### src/rtl/pc_redirect_reg.sv
// IF-stage program counter with flush redirect, stall hold and a one-entry
// buffer that keeps a branch resolved under stall until fetch is released.
module pc_redirect_reg #(
    parameter int                ADDR_W       = 32,
    parameter logic [ADDR_W-1:0] RESET_VECTOR = '0,
    parameter int                INST_BYTES   = 4,
    parameter int                STALL_W      = 6
) (
    input  logic               clk,
    input  logic               rst,
    input  logic [STALL_W-1:0] stall,
    input  logic               branch_flag_i,
    input  logic [ADDR_W-1:0]  branch_target_address_i,
    input  logic               flush_i,
    input  logic [ADDR_W-1:0]  new_pc_i,
    output logic [ADDR_W-1:0]  pc,
    output logic               ce,
    output logic               redirect_pending_o,
    output logic               misalign_o
);

    localparam logic [ADDR_W-1:0] PC_INC     = ADDR_W'(INST_BYTES);
    localparam logic [ADDR_W-1:0] ALIGN_MASK = ADDR_W'(INST_BYTES - 1);

    // Mask is all-zero when INST_BYTES is 1, so the flag folds to constant 0.
    function automatic logic is_misaligned(input logic [ADDR_W-1:0] addr);
        return |(addr & ALIGN_MASK);
    endfunction

    logic              pend_vld;
    logic [ADDR_W-1:0] pend_addr;
    logic              pend_vld_next;
    logic [ADDR_W-1:0] pend_addr_next;
    logic [ADDR_W-1:0] pc_next;
    logic              unused_stall;

    // Only bit 0 of the stall vector concerns the fetch stage.
    assign unused_stall = ^stall;

    always_comb begin
        pc_next        = pc;
        pend_vld_next  = pend_vld;
        pend_addr_next = pend_addr;
        if (!ce) begin
            pc_next       = RESET_VECTOR;
            pend_vld_next = 1'b0;
        end else if (flush_i) begin
            pc_next       = new_pc_i;
            pend_vld_next = 1'b0;
        end else if (stall[0]) begin
            if (branch_flag_i) begin
                pend_addr_next = branch_target_address_i;
                pend_vld_next  = 1'b1;
            end
        end else if (branch_flag_i) begin
            // A live branch supersedes anything captured during the stall.
            pc_next       = branch_target_address_i;
            pend_vld_next = 1'b0;
        end else if (pend_vld) begin
            pc_next       = pend_addr;
            pend_vld_next = 1'b0;
        end else begin
            pc_next = pc + PC_INC;
        end
    end

    // Fetch-address register stage
    always_ff @(posedge clk) begin
        if (rst) begin
            ce         <= 1'b0;
            pc         <= RESET_VECTOR;
            pend_vld   <= 1'b0;
            misalign_o <= 1'b0;
        end else begin
            ce         <= 1'b1;
            pc         <= pc_next;
            pend_vld   <= pend_vld_next;
            misalign_o <= is_misaligned(pc_next);
        end
    end

    always_ff @(posedge clk) begin
        pend_addr <= pend_addr_next;
    end

    assign redirect_pending_o = pend_vld;

endmodule
### config.mk
export PLATFORM = sky130hd
export DESIGN_NAME = pc_redirect_reg
export DESIGN_NICKNAME = d
export VERILOG_FILES = /design/src/rtl/pc_redirect_reg.sv
export SDC_FILE = /design/constraint.sdc
export NUM_CORES = 1
export LEC_CHECK = 0
export CELL_PAD_IN_SITES_DETAIL_PLACEMENT = 2
export CELL_PAD_IN_SITES_GLOBAL_PLACEMENT = 2
export CORE_ASPECT_RATIO = 1.25
export CORE_UTILIZATION = 30
export DETAILED_ROUTE_END_ITERATION = 6
export PLACE_DENSITY = 0.91
export SLEW_MARGIN = 25
export SYNTH_ARGS = -nofsm -noshare
export SYNTH_HDL_FRONTEND = slang
export SYNTH_SLANG_ARGS = --single-unit
### constraint.sdc
create_clock -name clk -period 5.35 [get_ports clk]
set_clock_uncertainty 0.05 [all_clocks]
set_input_delay 0.8025 -clock clk [delete_from_list [all_inputs] [get_ports clk]]
set_output_delay 0.8025 -clock clk [all_outputs]
set_load 0.02 [all_outputs]
# Word-level counts from Yosys, hierarchy flattened
# Cells that the tools add are included.
# word_totals
output_inout_bits	35
ff_bits	67
# op_classes
bitwise_logic	3
n_reduce_logical	4
mux	6
n_addsub	1
eq_ne	1
# ops
op	n
32-bit 2-to-1 mux	4
32-bit by 3-bit adder with 32-bit output (second input constant)	1
4-bit AND reduction	1
2-bit OR reduction	2
4-bit OR reduction	1
1-bit NOT	3
2-bit 2-to-1 mux	1
2-bit by 1-bit inequality test with 1-bit output (second input constant)	1
1-bit 2-to-1 mux	1

# Logic depth before layout (Yosys ltp)
# Gate-level depths: netlist of run 1.
# logic_depth
ltp_word	7
ltp_mapped	8
ltp_nobuf	6

# Worst setup path after synthesis of run 1
# No wires, ideal clock.
# synth_timing
path_kind	input to register
start	in branch_flag_i
end	reg pend_addr[0] (enable)
t_required_ps	4908
setup_time_ps	392
arrival_time_ps	2305
cell_stages	4
path_buffers	3
path_slack_ps	2602
cell_sequence	clkbuf_1 buf_2 buf_2 and4b_1
# synth_between
elab_chain_len	1
# synth_lines
item	line	source
start, declared	12	input logic branch_flag_i,
4-bit AND reduction (no source line)	n/a	
end signal, assigned	83	pend_addr <= pend_addr_next;
end, declared	31	logic [ADDR_W-1:0] pend_addr;
# No other way between the ends.
# A chain may end at the register's enable or synchronous reset.

# Worst setup path after layout of run 1
# layout_timing
start	in branch_flag_i
end	reg misalign_o
# layout_between
elab_chain_len	5
# layout_lines
item	line	source
32-bit 2-to-1 mux	55	end else if (branch_flag_i) begin
32-bit 2-to-1 mux	50	end else if (stall[0]) begin
32-bit 2-to-1 mux	47	end else if (flush_i) begin
2-bit 2-to-1 mux	44	if (!ce) begin
2-bit OR reduction	27	return |(addr & ALIGN_MASK);
end signal, assigned	78	misalign_o <= is_misaligned(pc_next);
end, declared	19	output logic misalign_o
# No other way between the ends. The select of a mux whose other input is x is not followed.

==> impl_metrics.env, run 1 <==
export IMPL_arrival_ps=3150
export IMPL_clkTransAtPathRegs_ps=60
export IMPL_hpwl_um=9339
export IMPL_clk_latency_ps=330
export IMPL_cts_root_buffer="clkbuf_16"
export IMPL_min_period_over_period_pct=55.85
export IMPL_gp_congestion=0.7399
export IMPL_drive_gt1_share_pct=5.943
export IMPL_ys_seq_area_share_pct=45.32
export IMPL_worstMarginPinSlew_ps=1063
export IMPL_maxCapViolations=0
export IMPL_pre_cts_ws_ps=1984
export IMPL_avgViaCountPerCell=5.525
export IMPL_status="finished clean"
export IMPL_dr_first_iter_drc_count=126
export IMPL_cts_max_path_buffers=2
export IMPL_final_cell_mix="101 x clkdlybuf4s50_1, 35 x dfxtp_1, 34 x a21oi_1"
export IMPL_numCtsBuffers=9
export IMPL_die_h_um=125.6
export IMPL_slew_headroom_pct=29.17
export IMPL_finalSetupTns_ps=0
export IMPL_grt_max_degree=59
export IMPL_cts_sinks=67
export IMPL_ys_warn_count=0
export IMPL_cts_resized_gates=0
export IMPL_path_class="in -> reg"
export IMPL_drtAntennaViolNets=0
export IMPL_post_cts_buffers=0
export IMPL_grt_pass1_vias=4083
export IMPL_wl_um=13850
export IMPL_syn_to_final_growth_pct=37.54
export IMPL_hold_viol_final=0
export IMPL_synth_area_per_cell_sq_um=9.376
export IMPL_p_per_area_nw_per_um2=259.7
export IMPL_max_freq_mhz=334.7
export IMPL_synth_cell_types=54
export IMPL_period_minus_slack_ps=2988
export IMPL_finalSetupViolations=0
export IMPL_power_leakage_uw=0.001775
export IMPL_syn_area_sq_um=3666
export IMPL_wl_per_cell_um=21.33
export IMPL_rsz0062_at_grt="no"
export IMPL_postCtsHoldBufs=0
export IMPL_track_usage_pct=22.73
export IMPL_cts_tree="yes"
export IMPL_synth_seq_cells=67
export IMPL_grt_pass1_wl_um=21850
export IMPL_start_util_pct=31.12
export IMPL_num_antenna_cells=0
export IMPL_io_pins=109
export IMPL_io_buffers=103
export IMPL_synth_nets=466
export IMPL_startpoint_type="input pin"
export IMPL_required_ps=5510
export IMPL_firstDrtPassIters=4
export IMPL_final_common_cell="clkdlybuf4s50_1"
export IMPL_instances_no_fill=649
export IMPL_antenna_found_initial=0
export IMPL_die_area_sq_um=12670
export IMPL_core_sq_um=11780
export IMPL_vias=3586
export IMPL_finalMaxSlewViolations=0
export IMPL_drc=0
export IMPL_setup_ws_ps=2362
export IMPL_cp_max_fo=15
export IMPL_irDropWorstVdd_mv=0.1325
export IMPL_async_reset_ff_share_pct=0
export IMPL_holdCritPathClass="reg -> reg"
export IMPL_grt_overflow=0
export IMPL_dp_cells=633
export IMPL_synth_edff_count=32
export IMPL_cp_end_kind="register"
export IMPL_synth_flop_cell="dfxtp_1"
export IMPL_nFillCells=1323
export IMPL_fin_nets=558
export IMPL_cts_max_level=3
export IMPL_synth_cells=391
export IMPL_num_rows=44
export IMPL_die_x_um=100.9
==> registers in the layout, summed over array words and instances, names as in the netlist <==
register,cells
ce,1
misalign_o,1
pc,32
pend_addr,32
redirect_pending_o,1
==> routing by layer <==
layer  wire, um  vias to the layer above  track usage [%]
met2       7413                       89            42.14
li1           -                     1651                -
met4        233                        0            8.355
met5          0                        -                0
met1       5664                     1829            25.73
met3        534                       17            3.577
==> kinds of logic after synthesis <==
group / share of synthesized area, %
simple gates: 21.81
fa+ha+maj: 0.3412
buf+inv: 5.256
compound gates: 20.17
flops: 45.32
mux: 1.365
xor+xnor: 5.734
==> critical path: stages <==
cell and delay, ps:
clkdlybuf4s50_1 680, inv_1 670, nor2_1 180, a22o_1 270
o311a_1 300, or2_1 230
==> per-stage QoR <==
stage                     area [sq um]  util, %  total power [uW]  hold slack (ps)
after floorplan                   3666        -             672.5            455.6
after global placement            4778    40.56             771.1            467.3
after detailed placement          4778    40.56             782.3            503.4
after CTS                         5042    42.80              1320            508.9
after global routing              5042    42.80              1354            547.2
final                             5042    42.80              1309            506.1
==> synthesized netlist by cell type (2+ instances only) <==
| cell type | count | area [sq um] |
|---|---|---|
| dfxtp_1 | 35 | 700.7 |
| a21oi_1 | 34 | 170.2 |
| nand2_1 | 33 | 123.9 |
| edfxtp_1 | 32 | 960.9 |
| o21ai_0 | 21 | 105.1 |
| xor2_1 | 20 | 175.2 |
| clkbuf_1 | 19 | 71.32 |
| nor2b_1 | 18 | 112.6 |
| nor2_1 | 16 | 60.06 |
| nor3_1 | 16 | 80.08 |
| a221oi_1 | 15 | 131.4 |
| nand3_1 | 15 | 75.07 |
| o22ai_1 | 15 | 93.84 |
| and3_1 | 9 | 56.30 |
| inv_1 | 7 | 26.28 |
| nand2b_1 | 6 | 37.54 |
| nand4_1 | 6 | 37.54 |
| buf_2 | 5 | 25.02 |
| mux2i_1 | 5 | 50.05 |
| a22oi_1 | 4 | 30.03 |
| clkbuf_8 | 4 | 55.05 |
| xnor2_1 | 4 | 35.03 |
| a211oi_1 | 3 | 22.52 |
| a31oi_1 | 3 | 18.77 |
| and4_1 | 3 | 26.28 |
| and4b_1 | 3 | 30.03 |
| nand3b_1 | 3 | 22.52 |
| o211ai_1 | 3 | 22.52 |
| a221o_1 | 2 | 20.02 |
| a22o_1 | 2 | 17.52 |
| and3_2 | 2 | 15.01 |
| nand4b_1 | 2 | 17.52 |
| nor3b_1 | 2 | 15.01 |
| o211a_1 | 2 | 20.02 |
| o311a_1 | 2 | 20.02 |
| o41ai_1 | 2 | 17.52 |
==> worst paths after layout <==
path / end / from / cells after the start / slack [ps]
max: misalign_o / branch_flag_i / 6 / 2360
min: pc[11] / pend_addr[11] / 2 / 510
max reg2reg: pc[20] / pc[2] / 6 / 3130
min reg2reg: pc[11] / pend_addr[11] / 2 / 510
==> layout make-up <==
class | count | area [sq um] | share of cell area [%]
multi-input cells | 287 | 1812 | 35.93
flip-flops and latches | 67 | 1662 | 32.95
repair buffers | 110 | 1074 | 21.29
clock buffers | 13 | 250.2 | 4.963
well taps | 161 | 201.4 | 3.995
inverters | 8 | 30.03 | 0.5955
clock inverters | 3 | 13.76 | 0.2730
==> power breakdown <==
group | switching (uW) | internal, uW
sequential | 20.3 | 555
combinational | 98.5 | 99.4
clock | 213 | 323
total | 332 | 977
(Power assumes the default switching activity.)
==> run 2, diff against run 1 <==
--- a/config.mk
+++ b/config.mk
@@ -8,9 +8,9 @@
 export CELL_PAD_IN_SITES_DETAIL_PLACEMENT = 2
 export CELL_PAD_IN_SITES_GLOBAL_PLACEMENT = 2
 export CORE_ASPECT_RATIO = 1.25
-export CORE_UTILIZATION = 30
+export CORE_UTILIZATION = 25
 export DETAILED_ROUTE_END_ITERATION = 6
-export PLACE_DENSITY = 0.91
+export PLACE_DENSITY = 0.81
 export SLEW_MARGIN = 25
 export SYNTH_ARGS = -nofsm -noshare
 export SYNTH_HDL_FRONTEND = slang
==> constraint.sdc (replaced) <==
create_clock -name clk -period 2.6 [get_ports clk]
set_clock_uncertainty 0.05 [all_clocks]
set_input_delay 0.39 -clock clk [delete_from_list [all_inputs] [get_ports clk]]
set_output_delay 0.39 -clock clk [all_outputs]
set_load 0.02 [all_outputs]
==> run 2 against run 1 <==
  * Critical path depth unchanged
  * First-iteration DRC count up 33%
  * Sequential power up 110%
  * Via count up 0.28%
  * Count of clock-buffer cells in the layout unchanged
  * Setup slack worse by 1900 ps
  * Design area up 2.2%
  * Routed wire length up 1.6%
  * Die area up 20%
  * Sequential cell count unchanged
  * Worst hold slack worse by 43 ps
  * Core utilization down 6.9 points
  * Critical endpoint is now pc[20]
  * Largest cell class unchanged
  * Largest power group is now the clock network
==> impl_metrics.env, run 2 (synthesis results as in run 1) <==
export IMPL_io_buffers=103
export IMPL_start_util_pct=25.55
export IMPL_finalSetupViolations=0
export IMPL_maxCapViolations=0
export IMPL_cts_max_level=3
export IMPL_cts_root_buffer="clkbuf_16"
export IMPL_max_stage_delay_ps=490
export IMPL_startpoint_type="register"
export IMPL_cts_tree="yes"
export IMPL_die_x_um=110.3
export IMPL_r2r_cells=6
export IMPL_hpwl_um=9800
export IMPL_crit_path_cell_trace="ha_1, and4_1, and3_1, and3_1, o21ai_1, a211oi_1"
export IMPL_status="finished clean"
export IMPL_die_h_um=137.4
export IMPL_required_ps=2790
export IMPL_pre_cts_ws_ps=218.6
export IMPL_finalSetupTns_ps=0
export IMPL_wl_um=14070
export IMPL_slew_headroom_pct=50.44
export IMPL_finalMaxSlewViolations=0
export IMPL_num_antenna_cells=0
export IMPL_reg2reg_slack_ps=410
export IMPL_cp_end_kind="register"
export IMPL_hold_depth=3
export IMPL_crit_family="simple AND/OR/NAND/NOR gates"
export IMPL_post_cts_buffers=0
export IMPL_instances_no_fill=671
export IMPL_path_common_cell="and3_1"
export IMPL_num_rows=49
export IMPL_min_period_over_period_pct=84.08
export IMPL_die_area_sq_um=15160
export IMPL_power_leakage_uw=0.001822
export IMPL_avgViaCountPerCell=5.359
export IMPL_clkTransAtPathRegs_ps=60
export IMPL_rsz0062_at_grt="no"
export IMPL_max_freq_mhz=457.5
export IMPL_cp_slowest_cell="and3_1"
export IMPL_grt_overflow=0
export IMPL_cts_sinks=67
export IMPL_arrival_ps=2380
export IMPL_largest_registers="pc x32, pend_addr x32"
export IMPL_drtAntennaViolNets=0
export IMPL_wl_per_cell_um=20.97
export IMPL_gp_congestion=0.7750
export IMPL_nFillCells=1595
export IMPL_cts_max_path_buffers=2
export IMPL_worstMarginPinSlew_ps=741.9
export IMPL_setup_ws_ps=414.0
export IMPL_cp_max_fo=9
export IMPL_path_class="reg -> reg"
export IMPL_hold_viol_final=0
export IMPL_dp_cells=656
export IMPL_drive_gt1_share_pct=7.302
export IMPL_numCtsBuffers=9
export IMPL_dr_first_iter_drc_count=168
export IMPL_drc=0
export IMPL_clk_latency_ps=330
export IMPL_track_usage_pct=19.27
export IMPL_antenna_found_initial=0
export IMPL_cp_num_buf_inv=0
export IMPL_firstDrtPassIters=5
export IMPL_grt_max_degree=41
export IMPL_grt_pass1_wl_um=21770
export IMPL_cts_resized_gates=0
export IMPL_syn_to_final_growth_pct=40.55
export IMPL_irDropWorstVdd_mv=0.2653
export IMPL_io_pins=109
export IMPL_hp_start="flush_i"
export IMPL_final_cell_mix="101 x clkdlybuf4s50_1, 35 x dfxtp_1, 34 x a21oi_1"
export IMPL_final_common_cell="clkdlybuf4s50_1"
export IMPL_postCtsHoldBufs=0
export IMPL_period_minus_slack_ps=2186
export IMPL_core_sq_um=14350
export IMPL_grt_pass1_vias=3888
export IMPL_vias=3596
export IMPL_min_to="pc[4]"
export IMPL_holdCritPathClass="in -> reg"
export IMPL_p_per_area_nw_per_um2=553.8
export IMPL_fin_nets=564
export IMPL_reg2reg_from="pc[2]"
export IMPL_timing_rr_end="pc[20]"
==> run 2: layout make-up <==
cell class	instances	area (sq um)	area share [%]
Sequential cell	67	1662	32.25
Tap cell	178	222.7	4.322
Clock buffer	13	260.3	5.051
Multi-Input combinational cell	287	1812	35.16
Inverter	8	30.03	0.5828
Timing Repair Buffer	116	1131	21.95
Clock inverter	2	35.03	0.6799
==> run 2: how the worst max path moves through the flow <==
stage | from | cells after the start | endpoint
floorplan | branch_flag_i | 4 | pend_addr[0]
global placement | branch_flag_i | 6 | pc[7]
detailed placement | branch_flag_i | 7 | pc[26]
CTS | pc[2] | 6 | pc[20]
global route | pc[2] | 6 | pc[20]
finish | pc[2] | 6 | pc[20]
==> run 2: worst register-to-register path, delay by kind of cell, from the launching register on <==
family	cells	cell delay, ps
simple gates	3	1050
fa+ha+maj	1	250
flops	1	430
compound gates	2	320
==> run 2: power breakdown <==
| group | switching (uW) | internal, uW | total [uW] |
|---|---|---|---|
| combinational | 206 | 210 | 416 |
| clock | 466 | 790 | 1260 |
| sequential | 41.2 | 1140 | 1180 |
| total | 713 | 2140 | 2850 |
==> run 2: routing by layer <==
metal	GRT usage, %	part of all wire, %
met4	6.506	1.3
met2	34.92	53
met5	0	0
met3	2.223	3.2
met1	23.24	43
==> run 2: per-stage QoR <==
| step | power (uW) | hold WS [ps] | cell area (sq um) | utilization (%) |
|---|---|---|---|---|
| finish | 2853 | 463.5 | 5152 | 35.91 |
| global route | 2950 | 487.8 | 5152 | 35.91 |
| CTS | 2868 | 460.5 | 5152 | 35.91 |
| detailed placement | 1618 | 486.8 | 4857 | 33.86 |
| global placement | 1600 | 482.9 | 4857 | 33.86 |
| floorplan | 1384 | 415.0 | 3666 | - |
==> run 3, diff against run 2 <==
--- a/config.mk
+++ b/config.mk
@@ -8,9 +8,9 @@
 export CELL_PAD_IN_SITES_DETAIL_PLACEMENT = 2
 export CELL_PAD_IN_SITES_GLOBAL_PLACEMENT = 2
 export CORE_ASPECT_RATIO = 1.25
-export CORE_UTILIZATION = 25
+export CORE_UTILIZATION = 28
 export DETAILED_ROUTE_END_ITERATION = 6
-export PLACE_DENSITY = 0.81
+export PLACE_DENSITY = 0.86
 export SLEW_MARGIN = 25
 export SYNTH_ARGS = -nofsm -noshare
 export SYNTH_HDL_FRONTEND = slang
==> constraint.sdc (replaced) <==
create_clock -name clk -period 2.1 [get_ports clk]
set_clock_uncertainty 0.05 [all_clocks]
set_input_delay 0.315 -clock clk [delete_from_list [all_inputs] [get_ports clk]]
set_output_delay 0.315 -clock clk [all_outputs]
set_load 0.02 [all_outputs]
==> run 3 against run 2 <==
  * Setup slack worse by 360 ps
  * Count of clock-buffer cells in the layout is 1 higher
  * Total power is 23% higher
  * Sequential share of layout area is 0.70 points lower
==> impl_metrics.env, run 3 (synthesis results as in run 1) <==
export IMPL_irDropWorstVdd_mv=0.3735
export IMPL_instances_no_fill=678
export IMPL_clkTransAtPathRegs_ps=50
export IMPL_design_area_sq_um=5268
export IMPL_hpwl_um=10400
export IMPL_pre_cts_ws_ps=-1.472
export IMPL_status="finished clean"
export IMPL_cp_num_buf_inv=1
export IMPL_numCtsBuffers=9
export IMPL_grt_pass1_vias=4119
export IMPL_final_common_cell="clkdlybuf4s50_1"
export IMPL_holdCritPathClass="in -> reg"
export IMPL_cp_end_kind="primary output"
export IMPL_reg2reg_slack_ps=180
export IMPL_cts_sinks=67
export IMPL_start_util_pct=28.82
export IMPL_final_cell_mix="101 x clkdlybuf4s50_1, 35 x dfxtp_1, 34 x a21oi_1"
export IMPL_crit_cells=1
export IMPL_io_buffers=103
export IMPL_dp_cells=662
export IMPL_die_x_um=104.3
export IMPL_setup_ws_ps=55.37
export IMPL_max_stage_delay_ps=730
export IMPL_clk_latency_ps=330
export IMPL_cp_slowest_cell="clkdlybuf4s50_1"
export IMPL_holdWs_ps=300.3
export IMPL_power_leakage_uw=0.001904
export IMPL_avgViaCountPerCell=5.378
export IMPL_post_cts_buffers=0
export IMPL_reg2reg_from="redirect_pending_o"
export IMPL_p_comb_share_pct=15.4
export IMPL_required_ps=1740
export IMPL_rsz0062_at_grt="no"
export IMPL_p_int_uw=2640
export IMPL_grt_max_degree=37
export IMPL_grt_overflow=0
export IMPL_dr_first_iter_drc_count=152
export IMPL_cp_max_fo=11
export IMPL_postCtsHoldBufs=0
export IMPL_maxCapViolations=0
export IMPL_die_area_sq_um=13560
export IMPL_hold_viol_final=0
export IMPL_crit_path_cell_trace="clkdlybuf4s50_1"
export IMPL_syn_to_final_growth_pct=43.69
export IMPL_cts_max_level=3
export IMPL_period_minus_slack_ps=2045
export IMPL_timing_rr_end="misalign_o"
export IMPL_p_switching_uw=856.8
export IMPL_cts_resized_gates=0
export IMPL_p_seq_share_pct=41.7
export IMPL_p_per_area_nw_per_um2=663.9
export IMPL_core_sq_um=12720
export IMPL_firstDrtPassIters=6
export IMPL_cts_max_path_buffers=2
export IMPL_io_pins=109
export IMPL_r2r_cells=5
export IMPL_min_period_over_period_pct=97.36
export IMPL_drive_gt1_share_pct=10.20
export IMPL_gp_congestion=0.8014
export IMPL_endpoint="redirect_pending_o"
export IMPL_startpoint_type="register"
export IMPL_swShare_pct=24.50
export IMPL_placed_area_sq_um=4979
export IMPL_slew_headroom_pct=67.79
export IMPL_track_usage_pct=22.02
export IMPL_finalSetupViolations=0
export IMPL_cts_tree="yes"
export IMPL_worstMarginPinSlew_ps=482.5
export IMPL_wl_um=14340
export IMPL_met2WireLength_um=7477
export IMPL_wl_per_cell_um=21.14
export IMPL_power_frac_clock_pct=42.9
export IMPL_finalMaxSlewViolations=0
export IMPL_vias=3646
export IMPL_wl_met3_um=586
export IMPL_die_h_um=129.9
export IMPL_startpoint="redirect_pending_o"
export IMPL_path_class="reg -> out"
export IMPL_top_layer_used="met4"
export IMPL_antenna_found_initial=0
export IMPL_arrival_ps=1680
export IMPL_drtAntennaViolNets=0
export IMPL_drc=0
export IMPL_fin_nets=580
export IMPL_grt_pass1_wl_um=22970
export IMPL_m1WireLength_um=5957
export IMPL_cts_root_buffer="clkbuf_16"
export IMPL_largest_registers="pc x32, pend_addr x32"
export IMPL_max_freq_mhz=489.1
export IMPL_num_rows=46
export IMPL_crit_family="buffers and inverters"
export IMPL_num_antenna_cells=0
==> run 3: cell types whose count changed in the layout (fill, tap and decap cells not counted) <==
cell	previous run	this run
clkbuf_1	2	4
buf_12	1	2
and4b_2	0	1
clkbuf_8	2	1
and4b_1	3	2
buf_4	12	27
==> run 3: worst min-delay path by stage <==
stage	from	end	cells after the start
2_1_floorplan	rst	ce	1
3_3_place_gp	pend_addr[12]	pc[12]	2
5_1_grt	flush_i	pc[7]	3
3_5_place_dp	pc[27]	pc[27]	2
6_report	flush_i	pc[7]	3
4_1_cts	flush_i	pc[7]	3
==> run 3: area by class of cell <==
type / instances / area, sq um
fillers: 1373 / 7452
multi-input cells: 287 / 1813
flip-flops and latches: 67 / 1662
repair buffers: 132 / 1264
clock buffers: 14 / 254.0
well taps: 168 / 210.2
clock inverters: 2 / 35.03
inverters: 8 / 30.03
==> run 3: layer usage <==
layer / global-route usage, % / up-vias
met5: 0 / -
met4: 8.403 / 0
met3: 4.795 / 22
met2: 40.67 / 94
met1: 24.81 / 1831
li1: - / 1699
==> run 3: per-stage QoR <==
step                      total power (uW)  util [%]  TNS, ps
after floorplan                       1713         -        0
after global placement                1995     39.14        0
after detailed placement              2020     39.14   -1.472
after CTS                             3523     41.41        0
after global routing                  3615     41.41        0
final                                 3497     41.41        0
==> run 3: power by group through the flow <==
stage | clock network, uW | registers [uW] | logic, uW
detailed placement | 0 | 1480 | 537
finish | 1500 | 1460 | 539
global route | 1570 | 1460 | 582
global placement | 0 | 1480 | 516
CTS | 1520 | 1460 | 544
floorplan | 0 | 1510 | 203
==> run 3: tightest hold or removal path: stages <==
cell and delay, ps:
buf_2 170, nand3_1 90, o41ai_1 60
